===== config.mk =====
export PLATFORM = sky130hd
export DESIGN_NAME = align_sequencer_multi
export DESIGN_NICKNAME = d
export VERILOG_FILES = /design/src/rtl/align_sequencer_multi.sv
export SDC_FILE = /design/constraint.sdc
export NUM_CORES = 1
export LEC_CHECK = 0
export CAP_MARGIN = 20
export CORE_AREA = 2 2 85 87
export CTS_CLUSTER_DIAMETER = 80
export DETAILED_ROUTE_END_ITERATION = 10
export DIE_AREA = 0 0 87 89
export GPL_ROUTABILITY_DRIVEN = 0
export PLACE_DENSITY = 0.77
export SLEW_MARGIN = 20
export SYNTH_ARGS = -nofsm -noshare
export SYNTH_HDL_FRONTEND = slang
export SYNTH_SLANG_ARGS = --single-unit

===== constraint.sdc =====
create_clock -name clk -period 3 [get_ports clk]
set_clock_uncertainty 0.05 [all_clocks]
set_input_delay 0.45 -clock clk [delete_from_list [all_inputs] [get_ports clk]]
set_output_delay 0.45 -clock clk [all_outputs]
set_load 0.02 [all_outputs]

===== src/rtl/align_sequencer_multi.sv =====
// Time-shares one alignment engine across NUM_CHAN ADC channels in ascending order, with a per-channel timeout.
// All outputs are registered. Define ALIGN_RETRY_EN to re-launch a timed-out channel up to MAX_RETRY times.
module align_sequencer_multi #(
  parameter int NUM_CHAN       = 10,
  parameter int CHAN_W         = 4,
  parameter int TIMEOUT_CYCLES = 4096,
  parameter int MAX_RETRY      = 2
) (
  input  logic                clk,
  input  logic                rst,
  input  logic                training_start,
  input  logic [NUM_CHAN-1:0] chan_enable,
  input  logic                data_aligned,
  output logic [CHAN_W-1:0]   chan_sel,
  output logic                start_align,
  output logic                busy,
  output logic                done,
  output logic                all_channels_aligned,
  output logic [NUM_CHAN-1:0] aligned_mask,
  output logic [NUM_CHAN-1:0] failed_mask
);

  localparam int TW = $clog2(TIMEOUT_CYCLES);
  localparam logic [TW-1:0] T_LAST = TW'(TIMEOUT_CYCLES - 1);

  typedef enum logic [2:0] {S_IDLE, S_START, S_WAIT, S_NEXT, S_DONE} state_t;

  state_t              state, state_nxt;
  logic [CHAN_W-1:0]   chan_sel_nxt;
  logic [NUM_CHAN-1:0] pend, pend_nxt, en_lat, en_nxt;
  logic [NUM_CHAN-1:0] am_nxt, fm_nxt, sel_oh, pend_left;
  logic                all_nxt, done_nxt, start_nxt, busy_nxt;
  logic [TW-1:0]       tcnt, tcnt_nxt;

`ifdef ALIGN_RETRY_EN
  localparam int RW = (MAX_RETRY > 0) ? $clog2(MAX_RETRY + 1) : 1;
  logic [RW-1:0] retry_cnt, retry_nxt;
`endif

  function automatic logic [CHAN_W-1:0] lowest_idx(input logic [NUM_CHAN-1:0] v);
    lowest_idx = '0;
    for (int i = NUM_CHAN - 1; i >= 0; i--) begin
      if (v[i]) lowest_idx = CHAN_W'(i);
    end
  endfunction

  assign sel_oh    = NUM_CHAN'(1) << chan_sel;
  assign pend_left = pend & ~sel_oh;

  always_comb begin
    state_nxt    = state;
    chan_sel_nxt = chan_sel;
    pend_nxt     = pend;
    en_nxt       = en_lat;
    am_nxt       = aligned_mask;
    fm_nxt       = failed_mask;
    all_nxt      = all_channels_aligned;
    tcnt_nxt     = tcnt;
    done_nxt     = 1'b0;
`ifdef ALIGN_RETRY_EN
    retry_nxt    = retry_cnt;
`endif
    case (state)
      S_IDLE, S_DONE: begin
        if (training_start) begin
          pend_nxt = chan_enable;
          en_nxt   = chan_enable;
          am_nxt   = '0;
          fm_nxt   = '0;
          all_nxt  = 1'b0;
          if (chan_enable != '0) begin
            chan_sel_nxt = lowest_idx(chan_enable);
            state_nxt    = S_START;
          end else begin
            state_nxt = S_DONE;
            done_nxt  = 1'b1;
          end
        end
      end
      S_START: begin
        tcnt_nxt  = '0;
        state_nxt = S_WAIT;
      end
      S_WAIT: begin
        tcnt_nxt = tcnt + TW'(1);
        // A response landing on the timeout cycle still counts as aligned.
        if (data_aligned) begin
          am_nxt    = aligned_mask | sel_oh;
          state_nxt = S_NEXT;
        end else if (tcnt == T_LAST) begin
`ifdef ALIGN_RETRY_EN
          if (retry_cnt < RW'(MAX_RETRY)) begin
            retry_nxt = retry_cnt + RW'(1);
            state_nxt = S_START;
          end else begin
            fm_nxt    = failed_mask | sel_oh;
            state_nxt = S_NEXT;
          end
`else
          fm_nxt    = failed_mask | sel_oh;
          state_nxt = S_NEXT;
`endif
        end
      end
      S_NEXT: begin
        pend_nxt = pend_left;
`ifdef ALIGN_RETRY_EN
        retry_nxt = '0;
`endif
        if (pend_left != '0) begin
          chan_sel_nxt = lowest_idx(pend_left);
          state_nxt    = S_START;
        end else begin
          state_nxt = S_DONE;
          done_nxt  = 1'b1;
          all_nxt   = (aligned_mask == en_lat) && (en_lat != '0);
        end
      end
      default: state_nxt = S_IDLE;
    endcase
    start_nxt = (state_nxt == S_START);
    busy_nxt  = (state_nxt == S_START) || (state_nxt == S_WAIT) || (state_nxt == S_NEXT);
  end

  always_ff @(posedge clk or posedge rst) begin
    if (rst) begin
      state                <= S_IDLE;
      chan_sel             <= '0;
      start_align          <= 1'b0;
      busy                 <= 1'b0;
      done                 <= 1'b0;
      all_channels_aligned <= 1'b0;
      aligned_mask         <= '0;
      failed_mask          <= '0;
      pend                 <= '0;
      en_lat               <= '0;
      tcnt                 <= '0;
`ifdef ALIGN_RETRY_EN
      retry_cnt            <= '0;
`endif
    end else begin
      state                <= state_nxt;
      chan_sel             <= chan_sel_nxt;
      start_align          <= start_nxt;
      busy                 <= busy_nxt;
      done                 <= done_nxt;
      all_channels_aligned <= all_nxt;
      aligned_mask         <= am_nxt;
      failed_mask          <= fm_nxt;
      pend                 <= pend_nxt;
      en_lat               <= en_nxt;
      tcnt                 <= tcnt_nxt;
`ifdef ALIGN_RETRY_EN
      retry_cnt            <= retry_nxt;
`endif
    end
  end

endmodule


=== After elaboration in Yosys (flattened, before gate mapping) ===
Index checks and enable logic that the tools add are counted.

* Register bits after elaboration: 63
* Bits in latches: 0
* Memory bits (writable): 0
* Memory bits (read-only): 0
* Input port bits: 14
* Logic and storage cells: 96
* Memories: 0

* $add $sub $neg: 1
* Multiply operators: 0
* Div/mod/pow operators: 0
* $lt $le $gt $ge: 0
* Equal/unequal tests: 16
* Shifts and indexed selects: 1
* Muxes and demuxes: 46
* Bitwise operators: 4
* Reduce and logical (&&, ||, !) cells: 17

{| class="wikitable"
|+ Operators with widths
! operator !! count
|-
| two-way mux 4 bit || 23
|-
| case mux 10 bit (2 select lines) || 3
|-
| two-way mux 10 bit || 5
|-
| nonzero test 10 bit || 3
|-
| case mux 12 bit (2 select lines) || 1
|-
| bitwise OR 10 bit || 2
|-
| two-way mux 3 bit || 5
|-
| inequality test 2 bit (second input constant) || 7
|-
| adder 12 x 1 -> 12 bit (second input constant) || 1
|-
| equality test 12 bit (second input constant) || 1
|-
| equality test 3 x 2 -> 1 bit (second input constant) || 4
|-
| case mux 3 bit (4 select lines) || 1
|-
| bitwise AND 10 bit || 1
|-
| equality test 10 bit || 1
|-
| NOT 10 bit || 1
|-
| left shift 1 x 4 -> 10 bit (first input constant) || 1
|-
| case mux 4 bit (2 select lines) || 1
|-
| AND reduction 4 bit || 2
|-
| equality test 3 x 1 -> 1 bit (second input constant) || 2
|-
| AND reduction 3 bit || 2
|-
| nonzero test 2 bit || 3
|-
| two-way mux 1 bit || 5
|-
| case mux 1 bit (2 select lines) || 2
|-
| AND reduction 2 bit || 2
|-
| 5 further kinds || 6
|}

=== Longest topological paths before layout ===
* Word-level depth: 15
* Gate-level depth with buffers: 7

=== Worst setup path before layout ===
Ideal clock, no wire load.

* Kind: flip-flop to flip-flop
* Start point: register chan_sel[0]
* End point: register chan_sel[0]
* Data arrival time: 2.005 ns
* Required time: 2.825 ns
* Path slack: 0.820 ns
* Cell stages (with the launch flop): 8
* Path buffers: 1
* Path through: dfrtp_1 -> buf_2 -> or4b_4 -> nor2_4 -> o22ai_4 -> nor3_4 -> o22ai_4 -> mux2_4

* Cells in the longest elaborated chain, start to end: 15
* Elaborated cells between the ends (all ways): 18
* Classes of those cells: eq/ne (1); shift (1); mux (12); bitwise (2); reduce/logical (2)

{| class="wikitable"
|+ RTL lines
! item !! RTL line !! source
|-
| from (decl) || 14 || <nowiki>output logic [CHAN_W-1:0] chan_sel,</nowiki>
|-
| from (signal assigned) || 143 || <nowiki>chan_sel <= chan_sel_nxt;</nowiki>
|-
| left shift 1 x 4 -> 10 bit * || 47 || <nowiki>assign sel_oh = NUM_CHAN'(1) << chan_sel;</nowiki>
|-
| NOT 10 bit * || 48 || <nowiki>assign pend_left = pend & ~sel_oh;</nowiki>
|-
| bitwise AND 10 bit * || 48 ||
|-
| two-way mux 4 bit (10 in series) || 43 || <nowiki>if (v[i]) lowest_idx = CHAN_W'(i);</nowiki>
|-
| two-way mux 4 bit || 110 || <nowiki>if (pend_left != '0) begin</nowiki>
|-
| case mux 4 bit (2 select lines) || 63 || <nowiki>case (state)</nowiki>
|}

Every way passes the cells marked *; elsewhere a longest branch is shown, timed or not. The select of a mux whose other input is x is not followed.
A chain may end at the register's enable or synchronous reset.

=== Worst setup path after layout ===
* Start point: register chan_sel[2]
* End point: register all_channels_aligned

* Cells in the longest elaborated chain, start to end: 6

{| class="wikitable"
|+ RTL lines
! item !! RTL line !! source
|-
| left shift 1 x 4 -> 10 bit || 47 ||
|-
| NOT 10 bit || 48 ||
|-
| bitwise AND 10 bit || 48 ||
|-
| nonzero test 10 bit || 110 ||
|-
| inequality test 2 bit (no line) || - ||
|-
| AND reduction 3 bit (no line) || - ||
|-
| to (signal assigned) || 147 || <nowiki>all_channels_aligned <= all_nxt;</nowiki>
|-
| to (decl) || 18 || <nowiki>output logic all_channels_aligned,</nowiki>
|}

Every way passes these cells.

==> flow_summary.ini <==
[yosys]
postSynth.topFlopCell = sky130_fd_sc_hd__dfrtp_1
synth.net_count = 370
yosysUniqueCellTypes = 53
synth.cell_area_mm2 = 0.00329
dominant_cells_by_area_after_synthesis = sky130_fd_sc_hd__dfrtp_1 48%, sky130_fd_sc_hd__nand2_1 5.7%, sky130_fd_sc_hd__nor2_1 5.0%
seq_area_frac_synth = 0.480
synth.ff_latch_count = 63
edff_count_synth = 0
top_cell_type_by_total_area_after_synthesis = sky130_fd_sc_hd__dfrtp_1
syn-mean-instance-area_um2 = 9.26
ys_warn_count = 0
netlist.area_leader.share = 0.480
async_flop_share = 1.00
syn-instance-count = 355

[final_layout]
multi_input_combinational_cell_area_mm2 = 0.00161
sequential_cell_area_mm2 = 0.00158
area_growth_pct = 21.4
layout_commonest_cell = sky130_fd_sc_hd__dfrtp_1
finish.cell_count_without_fillers = 483
num-fill-cells = 579
antenna_cells_inserted = 0
mostFrequentLayoutCells = 63 x sky130_fd_sc_hd__dfrtp_1, 50 x sky130_fd_sc_hd__nand2_1, 44 x sky130_fd_sc_hd__nor2_1
fin_area_mm2 = 0.00399
layout.nets = 413
drive_above_1_share = 0.102

[die]
die_area_mm2 = 0.00774
die_y_um = 89
floorplan.initialDensity = 0.489
std_cell_rows = 30
design.core.area_mm2 = 0.00672
floorplan.io_pins = 42
die_x_um = 87

[cts]
tritoncts_clock_tree = done
ctsLongestPathBuffers = 2
clock-sinks = 63
hold_buffers = 0
cts-root-buf = sky130_fd_sc_hd__clkbuf_8
clkSlewWorstSetupHoldPaths_ns = 0.07
post-cts-setup-buffer-count = 0
cts_resized = 0
cts.htree.levels = 3
clock_insertion_delay_worst_skew_ns = 0.33
cts-buffers-inserted = 9

[timing]
finalWorstPathRequiredPeriod_ns = 2.47
timing_hold_violations_final = 0
clock.fmax_mhz = 405
grt_setup_unrepaired = false
setup_viol = 0
maxSlewHeadroom = 0.536
post-route-period-util = 0.824
tightestPinTransition_ns = 0.691
setup_total_negative_slack_ns = 0
slew_viol_final = 0

[setup_path]
critical_path_class = reg -> reg
slowest_delay_ns = 0.72
timing.critical_path.arrival_ns = 2.66
timing.reg2reg.worst_path_depth = 6
crit_path_cells = or4b_4 > nor2_4 > o22ai_4 > nor4_2 > o2111ai_1 > o31ai_1
worst_ep_required_time_ns = 3.19
critical_path_fanouts_max = 19
cp_slowest_cell = sky130_fd_sc_hd__dfrtp_1
start_kind = register
setup.worst_path.end_class = register

[detailed_routing]
drc_errors = 0
final_antenna_net_count = 0
avgViaCountPerCell = 6.04
drtPass1Iterations = 5
routedWlPerCell_um = 17.4
drt_iter0_markers = 190
via_count = 2919
detail_route.wirelength_um = 8410

[power_and_ir_drop]
power_leakage_uw = 0.00174
power.density_mw_per_mm2 = 959
vdd_drop_max_v = 0.000462

[placed_design]
placedCellCount = 467
placedInstanceArea_mm2 = 0.00379
port_buffers = 41
hpwlAfterDp_um = 5920

[worst_hold_path]
timing.hold.worst.class = in -> async

[run]
maxCapViolCount = 0

[grt]
globalRouteTotalUtil = 0.232
antenna_violations_before_repair = 0
grt_max_degree = 42
vias_in_the_first_global_route = 2760
grt_first_pass_wirelength_um = 13900
global_route.overflow_total = 0

[outcome]
status = finished clean
-- synthesized netlist by cell type, types with 2 or more instances --
cell	count
sky130_fd_sc_hd__a21o_1	2
sky130_fd_sc_hd__a21oi_1	32
sky130_fd_sc_hd__a21oi_2	2
sky130_fd_sc_hd__a22o_1	9
sky130_fd_sc_hd__a31oi_1	2
sky130_fd_sc_hd__and3_1	3
sky130_fd_sc_hd__buf_2	3
sky130_fd_sc_hd__clkbuf_1	10
sky130_fd_sc_hd__dfrtp_1	63
sky130_fd_sc_hd__inv_1	9
sky130_fd_sc_hd__mux2_4	3
sky130_fd_sc_hd__mux2i_1	2
sky130_fd_sc_hd__nand2_1	50
sky130_fd_sc_hd__nand2b_1	6
sky130_fd_sc_hd__nand3_1	8
sky130_fd_sc_hd__nand4bb_1	2
sky130_fd_sc_hd__nor2_1	44
sky130_fd_sc_hd__nor2b_1	2
sky130_fd_sc_hd__nor3_1	8
sky130_fd_sc_hd__nor4_1	9
sky130_fd_sc_hd__nor4_2	2
sky130_fd_sc_hd__o21ai_0	33
sky130_fd_sc_hd__o21bai_1	2
sky130_fd_sc_hd__o22ai_4	2
sky130_fd_sc_hd__o2bb2ai_1	3
sky130_fd_sc_hd__o31ai_1	6
sky130_fd_sc_hd__or4b_4	2
sky130_fd_sc_hd__xnor2_1	9
sky130_fd_sc_hd__xor2_1	3
-- final timing paths --
kind | start | to | slack [ns]
worst min register to register | failed_mask[9] | failed_mask[9] | 0.45
min in group clk | failed_mask[9] | failed_mask[9] | 0.45
worst min-delay path | rst | tcnt[1] | 0.41
max in group asynchronous | rst | en_lat[7] | 1.91
worst max-delay path | chan_sel[2] | all_channels_aligned | 0.53
worst max register to register | chan_sel[2] | all_channels_aligned | 0.53
-- registers in the layout, indices dropped and copies added (netlist names) --
name and count:
state 3, failed_mask 10, chan_sel 4, tcnt 12
aligned_mask 10, busy 1, pend 10, en_lat 10
start_align 1, all_channels_aligned 1, done 1
-- cells by family after synthesis --
logic type	share of synthesized area
flops	0.480
xor+xnor	0.0320
simple gates	0.225
fa+ha+maj	0.00381
compound gates	0.206
buf+inv	0.0297
mux	0.0232
-- stage by stage --
step	hold WS (ns)	total power, uW	worst slack [ns]	utilization
after global routing	0.468	4080	0.290	0.593
after global placement	0.433	3040	0.388	0.564
final	0.408	3820	0.529	0.593
after CTS	0.426	3820	0.561	0.593
after floorplan	0.414	2570	0.820	-
after detailed placement	0.441	3080	0.371	0.564
-- area by class of cell --
| class | count | share of cell area |
|---|---|---|
| inverter | 9 | 0.00847 |
| timing repair buffer | 47 | 0.117 |
| multi-input combinational | 268 | 0.404 |
| tap | 80 | 0.0251 |
| clock inverter | 7 | 0.0185 |
| sequential | 63 | 0.395 |
| clock buffer | 9 | 0.0311 |
-- power by group --
group / internal (uW) / leakage [uW] / switching, uW
Sequential: 1080 / 0.000836 / 335
Combinational: 722 / 0.000806 / 963
Clock: 384 / 0.0000992 / 343
Total: 2180 / 0.00174 / 1640
-- critical path, delay by kind of cell, from the launching register on --
kind,cells,cell delay [ns]
DFF,1,0.72
AOI/OAI and AO/OA,3,0.42
and+or+nand+nor,3,1.18
-- per-layer routing --
metal / GRT usage / vias to the layer above / part of all wire
met5: 0 / - / 0
met4: 0.0668 / 0 / 0.014
met3: 0.0508 / 12 / 0.052
met2: 0.346 / 110 / 0.47
met1: 0.343 / 1437 / 0.47
li1: - / 1360 / -
No activity file was read; power rests on OpenSTA's default activity.
